[src/rtl/uart_rx_engine.sv]
// UART receive engine: synchronizes and oversamples rx, deframes start/data/parity/stop,
// and holds the received byte plus sticky error flags for the register block.
module uart_rx_engine #(
  parameter int SYNC_STAGES = 2
) (
  input  logic       clk,
  input  logic       rst,
  input  logic       rx_en,
  input  logic [15:0] cdiv,
  input  logic [1:0] parity_mode,
  input  logic       rx,
  input  logic       rx_ack,
  input  logic       err_clr,
  output logic [7:0] rx_data,
  output logic       rx_full,
  output logic       rx_busy,
  output logic       ferr,
  output logic       perr,
  output logic       ovr
);

  localparam logic [2:0] IDLE   = 3'd0;
  localparam logic [2:0] START  = 3'd1;
  localparam logic [2:0] DATA   = 3'd2;
  localparam logic [2:0] PARITY = 3'd3;
  localparam logic [2:0] STOP   = 3'd4;

  logic [SYNC_STAGES-1:0] sync_q, sync_vld_q;
  logic        rx_s, rx_prev_q, armed_q, armed_d, fall;
  logic [2:0]  state_q, state_d;
  logic [15:0] cnt_q, cnt_d, pmax_q, pmax_d, half_m1;
  logic [2:0]  bitn_q, bitn_d;
  logic [7:0]  shift_q, shift_d, rx_data_q, rx_data_d;
  logic        dlv_q, dlv_d, rx_full_q, rx_full_d;
  logic        ferr_q, ferr_d, perr_q, perr_d, ovr_q, ovr_d;
  logic        ferr_set, perr_set, ovr_set, par_on, par_exp;

  assign rx_s = sync_q[SYNC_STAGES-1];
  // After reset the synchronizer holds 1s that never came from the line, so a start
  // edge is only trusted once a genuine high level has propagated through.
  assign armed_d = armed_q | (&sync_vld_q & rx_s);
  assign fall    = armed_q & rx_prev_q & ~rx_s;

  assign half_m1 = ({1'b0, pmax_q[15:1]} + {15'd0, pmax_q[0]}) - 16'd1;
  assign par_on  = ^parity_mode;
  assign par_exp = parity_mode[1] ? ~^shift_q : ^shift_q;

  always_comb begin
    state_d  = state_q;
    cnt_d    = cnt_q + 16'd1;
    bitn_d   = bitn_q;
    shift_d  = shift_q;
    pmax_d   = pmax_q;
    dlv_d    = 1'b0;
    ferr_set = 1'b0;
    perr_set = 1'b0;
    case (state_q)
      IDLE: begin
        cnt_d  = '0;
        bitn_d = '0;
        if (fall) begin
          state_d = START;
          pmax_d  = (cdiv < 16'd3) ? 16'd3 : cdiv;
        end
      end
      START: if (cnt_q == half_m1) begin
        cnt_d   = '0;
        state_d = rx_s ? IDLE : DATA;
      end
      DATA: if (cnt_q == pmax_q) begin
        cnt_d   = '0;
        shift_d = {rx_s, shift_q[7:1]};
        bitn_d  = bitn_q + 3'd1;
        if (bitn_q == 3'd7) state_d = par_on ? PARITY : STOP;
      end
      PARITY: if (cnt_q == pmax_q) begin
        cnt_d    = '0;
        perr_set = (rx_s != par_exp);
        state_d  = STOP;
      end
      STOP: if (cnt_q == pmax_q) begin
        cnt_d    = '0;
        state_d  = IDLE;
        dlv_d    = rx_s;
        ferr_set = ~rx_s;
      end
      default: state_d = IDLE;
    endcase
    if (!rx_en) begin
      state_d  = IDLE;
      dlv_d    = 1'b0;
      ferr_set = 1'b0;
      perr_set = 1'b0;
    end
  end

  // Delivery happens one cycle after the stop sample so rx_ack in that cycle can race it.
  always_comb begin
    rx_data_d = rx_data_q;
    rx_full_d = rx_full_q;
    ovr_set   = 1'b0;
    if (dlv_q) begin
      if (!rx_full_q || rx_ack) begin
        rx_data_d = shift_q;
        rx_full_d = 1'b1;
      end else begin
        ovr_set = 1'b1;
      end
    end else if (rx_ack) begin
      rx_full_d = 1'b0;
    end
    ferr_d = (ferr_q & ~err_clr) | ferr_set;
    perr_d = (perr_q & ~err_clr) | perr_set;
    ovr_d  = (ovr_q  & ~err_clr) | ovr_set;
  end

  always_ff @(posedge clk) begin
    if (rst) begin
      sync_q     <= '1;
      sync_vld_q <= '0;
      rx_prev_q  <= 1'b1;
      armed_q    <= 1'b0;
      state_q    <= IDLE;
      cnt_q      <= '0;
      pmax_q     <= 16'd3;
      bitn_q     <= '0;
      shift_q    <= '0;
      dlv_q      <= 1'b0;
      rx_data_q  <= '0;
      rx_full_q  <= 1'b0;
      ferr_q     <= 1'b0;
      perr_q     <= 1'b0;
      ovr_q      <= 1'b0;
    end else begin
      sync_q     <= {sync_q[SYNC_STAGES-2:0], rx};
      sync_vld_q <= {sync_vld_q[SYNC_STAGES-2:0], 1'b1};
      rx_prev_q  <= rx_s;
      armed_q    <= armed_d;
      state_q    <= state_d;
      cnt_q      <= cnt_d;
      pmax_q     <= pmax_d;
      bitn_q     <= bitn_d;
      shift_q    <= shift_d;
      dlv_q      <= dlv_d;
      rx_data_q  <= rx_data_d;
      rx_full_q  <= rx_full_d;
      ferr_q     <= ferr_d;
      perr_q     <= perr_d;
      ovr_q      <= ovr_d;
    end
  end

  assign rx_data = rx_data_q;
  assign rx_full = rx_full_q;
  assign rx_busy = (state_q != IDLE);
  assign ferr    = ferr_q;
  assign perr    = perr_q;
  assign ovr     = ovr_q;

endmodule
[config.mk]
export PLATFORM = sky130hd
export DESIGN_NAME = uart_rx_engine
export DESIGN_NICKNAME = d
export VERILOG_FILES = /design/src/rtl/uart_rx_engine.sv
export SDC_FILE = /design/constraint.sdc
export NUM_CORES = 1
export LEC_CHECK = 0
export BUFFER_PORTS_ARGS = -buffer_cell sky130_fd_sc_hd__clkbuf_2
export CAP_MARGIN = 20
export CORE_MARGIN = 5
export CORE_UTILIZATION = 35
export CTS_BUF_LIST = sky130_fd_sc_hd__clkbuf_16
export CTS_CLUSTER_SIZE = 30
export DETAILED_ROUTE_END_ITERATION = 10
export MAX_ROUTING_LAYER = met4
export PLACE_DENSITY = 0.57
export SKIP_CTS_REPAIR_TIMING = 1
export SYNTH_ARGS = -nofsm -noshare
export SYNTH_HDL_FRONTEND = slang
export SYNTH_SLANG_ARGS = --single-unit
[constraint.sdc]
create_clock -name clk -period 2.4 [get_ports clk]
set_input_delay 0.36 -clock clk [delete_from_list [all_inputs] [get_ports clk]]
set_output_delay 0.36 -clock clk [all_outputs]
set_load 0.05 [all_outputs]
==> impl_metrics.ini, run 1 <==
[status]
status = finished, violations left
violations = negative setup slack

[setup_path]
crit_chain = inv_2, ha_4, or3b_4, nor3_1, nand3_1, a32oi_1, nand4_2, a2111oi_4, buf_4, clkbuf_16, nor3_2
cp_max_fo = 8
r2r_slack_ps = -40
critPathCaptureType = register
worstReg2RegStart = pmax_q[0]
r2r_cells = 11
reg2reg_to = cnt_q[15]
cp.required_ps = 2630
cp_slowest_cell = or3b_4
critical_path_class = register to register
crit_arrival_ps = 2660
startpoint_type = register
critPathMaxStageDelay_ps = 420

[floorplanning]
die_area_sq_um = 12650
start_util_pct = 35.76
core-area_sq_um = 10280
io_pins = 37
dieWidth_um = 112.5
die_h_um = 112.5
fp-row-count = 37

[clocking]
cts-root-buf = clkbuf_16
cts.sinks = 65
htreeDepth = 3
clock_latency_ps = 340
cts_tree = done
cts_buffers = 9
clk_pin_slew_ps = 60
ctsLongestPathBuffers = 2

[pwr]
p_leak_nw = 1.897
pwr-share-seq_pct = 43.6
sw_frac_of_total_pct = 22.60
combinationalPowerShare_pct = 3.6
clkPwrFrac_pct = 52.9
internal-power_w = 0.001940
powerDensity_nw_per_um2 = 541.6
peakVddDrop_mv = 0.3056
p_sw_w = 0.0005666
power_w = 0.002507

[grt]
grt_pass1_wl_mm = 14.55
grt_start_max_net_pins = 24
antenna_found_initial = 0
track_usage_pct = 14.47
grt_overflow = 0
grt_pass1_vias = 3028

[sta]
rsz0062_at_grt = true
finalMaxSlewViolations = 0
final_hold_viol_count = 0
max_freq_mhz = 410.6
timing.final.crit_share_pct = 101.5
maxSlewHeadroom_pct = 67.74
finalSetupViolations = 12
finalClockSkew_ps = 6.038
layout_min_cycle_time_ps = 2435
finalWorstSetupSlack_ps = -35.25
worst_pin_slew_ps = 483.9

[logic_synthesis]
synth.avg_cell_area_sq_um = 8.130
synth_largest_area_cell = dfxtp_1
syn_area_sq_um = 3675
synth_warnings = 0
netlist_instances = 452
synth_flop_cell = dfxtp_1
async_flop_share_pct = 0
synth_edf_count = 0
synthesis.nets = 481
synth.distinct_cells = 53
yosys.area.top_type_share_pct = 35.41
ys_top_cells_by_area = dfxtp_1 (35%), xor2_1 (9.1%), nand2_1 (6.5%)
ys_ff_latch = 65
yosysSeqAreaShare_pct = 35.41

[route]
vias = 3183
remaining_drc_errors = 0
first_pass_iters = 4
wl_per_cell_um = 13.36
totalWireLength_mm = 8.672
drtIter0Drc = 167
viasPerCell = 4.904
ant_nets = 0

[worst_hold_path]
min_path_type = input pin to register
min_to = sync_q[0]
hp-start = rx
holdPathStages = 2

[placement]
dp_hpwl_mm = 6.603
place_congestion = 0.8467
placed_area_sq_um = 4223
place_ws_ps = -79.22
io_buffers = 36

[layout]
syn_to_final_growth_pct = 25.94
stdcell_area_sq_um = 4628
drive_gt1_share_pct = 27.29
num_antenna_cells = 0
final_core_util_pct = 45.03
final_common_cell = nand2_1
nets = 537
most-common-layout-cells = nand2_1 (64), dfxtp_1 (61), buf_4 (41), xor2_1 (38)

[run]
maxCapViolations = 0
[Yosys cell counts (all sizes together) (7+ instances only)]
library cell   n
nand2b         7
nand2         64
nor4          13
o21ai         12
dfxtp         65
a21oi         36
inv            7
nor2b          7
mux2i          9
nand4          7
nand3         17
xor2          38
nor3          24
clkbuf        30
nor2          36
xnor2         22
[layer usage]
| layer | routed length, um | part of all wire (%) | track usage, % | vias to the layer above |
|---|---|---|---|---|
| met1 | 4350 | 50 | 19.36 | 1468 |
| li1 | - | - | - | 1649 |
| met5 | 0 | 0 | - | - |
| met2 | 3834 | 44 | 21.61 | 53 |
| met4 | 153 | 1.8 | 5.529 | 0 |
| met3 | 334 | 3.9 | 2.749 | 13 |
[cells by family after synthesis]
kind of cell / after synthesis / synth area share (%)
AND/OR/NAND/NOR: 202 / 29.42
buffers and inverters: 44 / 5.515
XOR/XNOR: 60 / 14.30
multiplexers: 9 / 2.452
AO/OA/AOI/OAI: 67 / 11.20
adder cells (fa/ha/maj): 5 / 1.702
flip-flops: 65 / 35.41
[power by group through the flow]
stage / logic (W) / clock network (W) / registers [W]
5_1_grt: 0.000100 / 0.00141 / 0.00109
3_5_place_dp: 0.0000870 / 0 / 0.00112
3_3_place_gp: 0.0000864 / 0 / 0.00112
4_1_cts: 0.0000877 / 0.00136 / 0.00109
6_report: 0.0000896 / 0.00132 / 0.00109
2_1_floorplan: 0.0000511 / 0 / 0.00111
[registers in the layout, indices dropped and copies added, names as in the netlist]
name,cells
rx_full,1
dlv_q,1
rx_data,8
sync_q,2
cnt_q,16
rx_prev_q,1
ovr,1
state_q,3
ferr,1
bitn_q,3
perr,1
shift_q,8
pmax_q,16
armed_q,1
sync_vld_q,2
[worst max-delay path, delay by kind of cell, from the launching register on]
| family | cells | cell delay (ps) |
|---|---|---|
| AOI/OAI and AO/OA | 2 | 510 |
| and+or+nand+nor | 5 | 920 |
| buffers and inverters | 3 | 410 |
| DFF | 1 | 320 |
| adders and majority gates | 1 | 140 |
[through the flow]
stage | setup TNS (ps) | std cells | hold WS (ps)
global route | -2219 | 649 | 208.4
global placement | 0 | 630 | 393.0
finish | -263.3 | 649 | 199.0
detailed placement | -1089 | 630 | 401.1
floorplan | -451.9 | 452 | 389.5
CTS | -1173 | 646 | 190.2
[how the worst max path moves through the flow]
stage / cells after the start / startpoint / end
3_3_place_gp: 11 / pmax_q[0] / cnt_q[4]
6_report: 11 / pmax_q[0] / cnt_q[15]
3_5_place_dp: 10 / pmax_q[0] / cnt_q[6]
5_1_grt: 11 / pmax_q[0] / cnt_q[11]
2_1_floorplan: 10 / pmax_q[0] / cnt_q[10]
4_1_cts: 10 / pmax_q[0] / cnt_q[6]
[final cells by class]
type,count,area (sq um)
repair buffers,80,553.0
repair inverters,1,5.005
clock buffers,9,225.2
fillers,1027,5649
clock inverters,7,77.57
well taps,136,170.2
flip-flops and latches,65,1306
multi-input cells,343,2257
inverters,8,33.78
Power figures use the tool's default switching activity.
==> run 2, diff against run 1 <==
- REMOVE_ABC_BUFFERS: not set -> 1
- SETUP_SLACK_MARGIN: not set -> 0.1
==> run 2 against run 1 <==
The run still ends with negative setup slack left. Non-clock buffer count rose by 3. Worst hold slack improved by 6.9 ps. Combinational power rose by 3.6%. Total power fell by 0.99%. Critical path depth did not move. Count of clock-buffer cells in the layout did not move. Core utilization rose by 0.44 points. Routed wire length rose by 3.7%. Fmax fell by 7.1%. Flip-flop and latch count did not move. Critical endpoint is now cnt_q[6].
==> impl_metrics.ini, run 2 (synthesis results as in run 1) <==
[route]
ant_nets = 0
viasPerCell = 5.026
drtIter0Drc = 211
first_pass_iters = 4
drt-met1-wl_mm = 4.369
wl_per_cell_um = 13.79
wl_met3_um = 384
wl_met2_mm = 4.105
totalWireLength_mm = 8.992
dr.max_layer_used = met4
vias = 3277
remaining_drc_errors = 0

[sta]
max_freq_mhz = 381.4
maxSlewHeadroom_pct = 66.59
final_hold_viol_count = 0
whs_ps = 205.9
worst_pin_slew_ps = 501.2
rsz0062_at_grt = true
finalMaxSlewViolations = 0
finalSetupViolations = 16
layout_min_cycle_time_ps = 2622
timing.final.crit_share_pct = 109.2
finalClockSkew_ps = 6.181
finalWorstSetupSlack_ps = -221.6

[layout]
multi_input_area_sq_um = 2271
reg.largest.list = cnt_q (16), pmax_q (16)
syn_to_final_growth_pct = 27.17
nets = 540
final_common_cell = nand2_1
stdcell_area_sq_um = 4673
register_area_sq_um = 1309
drive_gt1_share_pct = 27.91
nFillCells = 1017
most-common-layout-cells = nand2_1 (64), dfxtp_1 (61), buf_4 (41), xor2_1 (38)
num_antenna_cells = 0

[floorplanning]
io_pins = 37
start_util_pct = 35.76
dieWidth_um = 112.5
core-area_sq_um = 10280
fp-row-count = 37
die_area_sq_um = 12650
die_h_um = 112.5

[clocking]
clk_pin_slew_ps = 60
cts.sinks = 65
ctsLongestPathBuffers = 2
htreeDepth = 3
cts-root-buf = clkbuf_16
cts_tree = done
cts_buffers = 9
clock_latency_ps = 330

[grt]
grt_start_max_net_pins = 39
grt_pass1_wl_mm = 14.60
track_usage_pct = 14.44
grt_pass1_vias = 3038
antenna_found_initial = 0
grt_overflow = 0

[status]
status = finished, violations left
violations = negative setup slack

[setup_path]
crit_arrival_ps = 2840
cp_max_fo = 8
critical_path_class = register to register
crit_path_start = pmax_q[1]
startpoint_type = register
worstReg2RegStart = pmax_q[1]
cp.required_ps = 2620
reg2reg_to = cnt_q[6]
r2r_cells = 11
cp_slowest_cell = or3b_4
crit_chain = inv_2, ha_4, or3b_4, or3_1, a21oi_2, o21a_2, nand4_2, a2111oi_4, buf_4, clkbuf_16, nor3_1
critPathMaxStageDelay_ps = 430
cp-endpoint = cnt_q[6]
r2r_slack_ps = -220
critPathCaptureType = register

[placement]
place_congestion = 0.9109
io_buffers = 36
placed_area_sq_um = 4208
dp_hpwl_mm = 6.581

[worst_hold_path]
min_path_type = input pin to register

[run]
maxCapViolations = 0

[pwr]
p_leak_nw = 1.892
powerDensity_nw_per_um2 = 531.1
peakVddDrop_mv = 0.3446
==> run 2: cell count changes in the layout (fill, tap and decap cells not counted), sizes merged <==
cell / before / now
clkinvlp: 2 / 4
buf: 43 / 46
inv: 10 / 8
==> run 2: cell type report <==
cell class                 instances  share of cell area, %
timing repair buffer              83                  12.56
tap                              136                  3.641
sequential                        65                  28.01
inverter                           8                 0.7229
timing repair inverter             1                 0.1606
multi-input combinational        343                  48.59
clock buffer                       9                  4.819
clock inverter                     7                  1.499
==> run 2: worst min path at each step <==
stage | start | cells past startpoint | slack (ps) | endpoint
after floorplan | sync_q[0] | 1 | 390 | sync_q[1]
after global placement | sync_q[0] | 1 | 390 | sync_q[1]
after detailed placement | sync_q[0] | 1 | 390 | sync_q[1]
after CTS | rx | 2 | 200 | sync_q[0]
after global routing | rx | 2 | 210 | sync_q[0]
final | rx | 2 | 210 | sync_q[0]
==> run 2: worst max-delay path, delay by kind of cell, from the launching register on <==
kind,cells,cell delay (ps)
AND/OR/NAND/NOR,4,950
AO/OA/AOI/OAI,3,650
buffers and inverters,3,420
flip-flops,1,320
adder cells (fa/ha/maj),1,160
==> run 2: power by group <==
part | internal [W] | switching, W
registers | 0.00109 | 0.00000613
clock network | 0.000801 | 0.000497
logic | 0.0000418 | 0.0000509
total | 0.00193 | 0.000554
==> run 2: metal layers <==
metal,vias up,track usage [%]
li1,1663,-
met1,1528,19.42
met2,77,22.01
met3,9,2.749
met4,0,4.327
met5,-,-
==> run 2: per-stage QoR <==
stage	instances	worst slack (ps)	TNS (ps)	total power (W)	util, %
floorplan	416	-465.0	-6892	0.001151	-
detailed placement	632	-325.1	-5004	0.001204	40.94
global placement	632	-217.9	-3387	0.001203	40.94
CTS	648	-336.6	-5290	0.002512	43.82
global route	652	-307.5	-4567	0.002565	45.47
finish	652	-221.6	-3189	0.002482	45.47
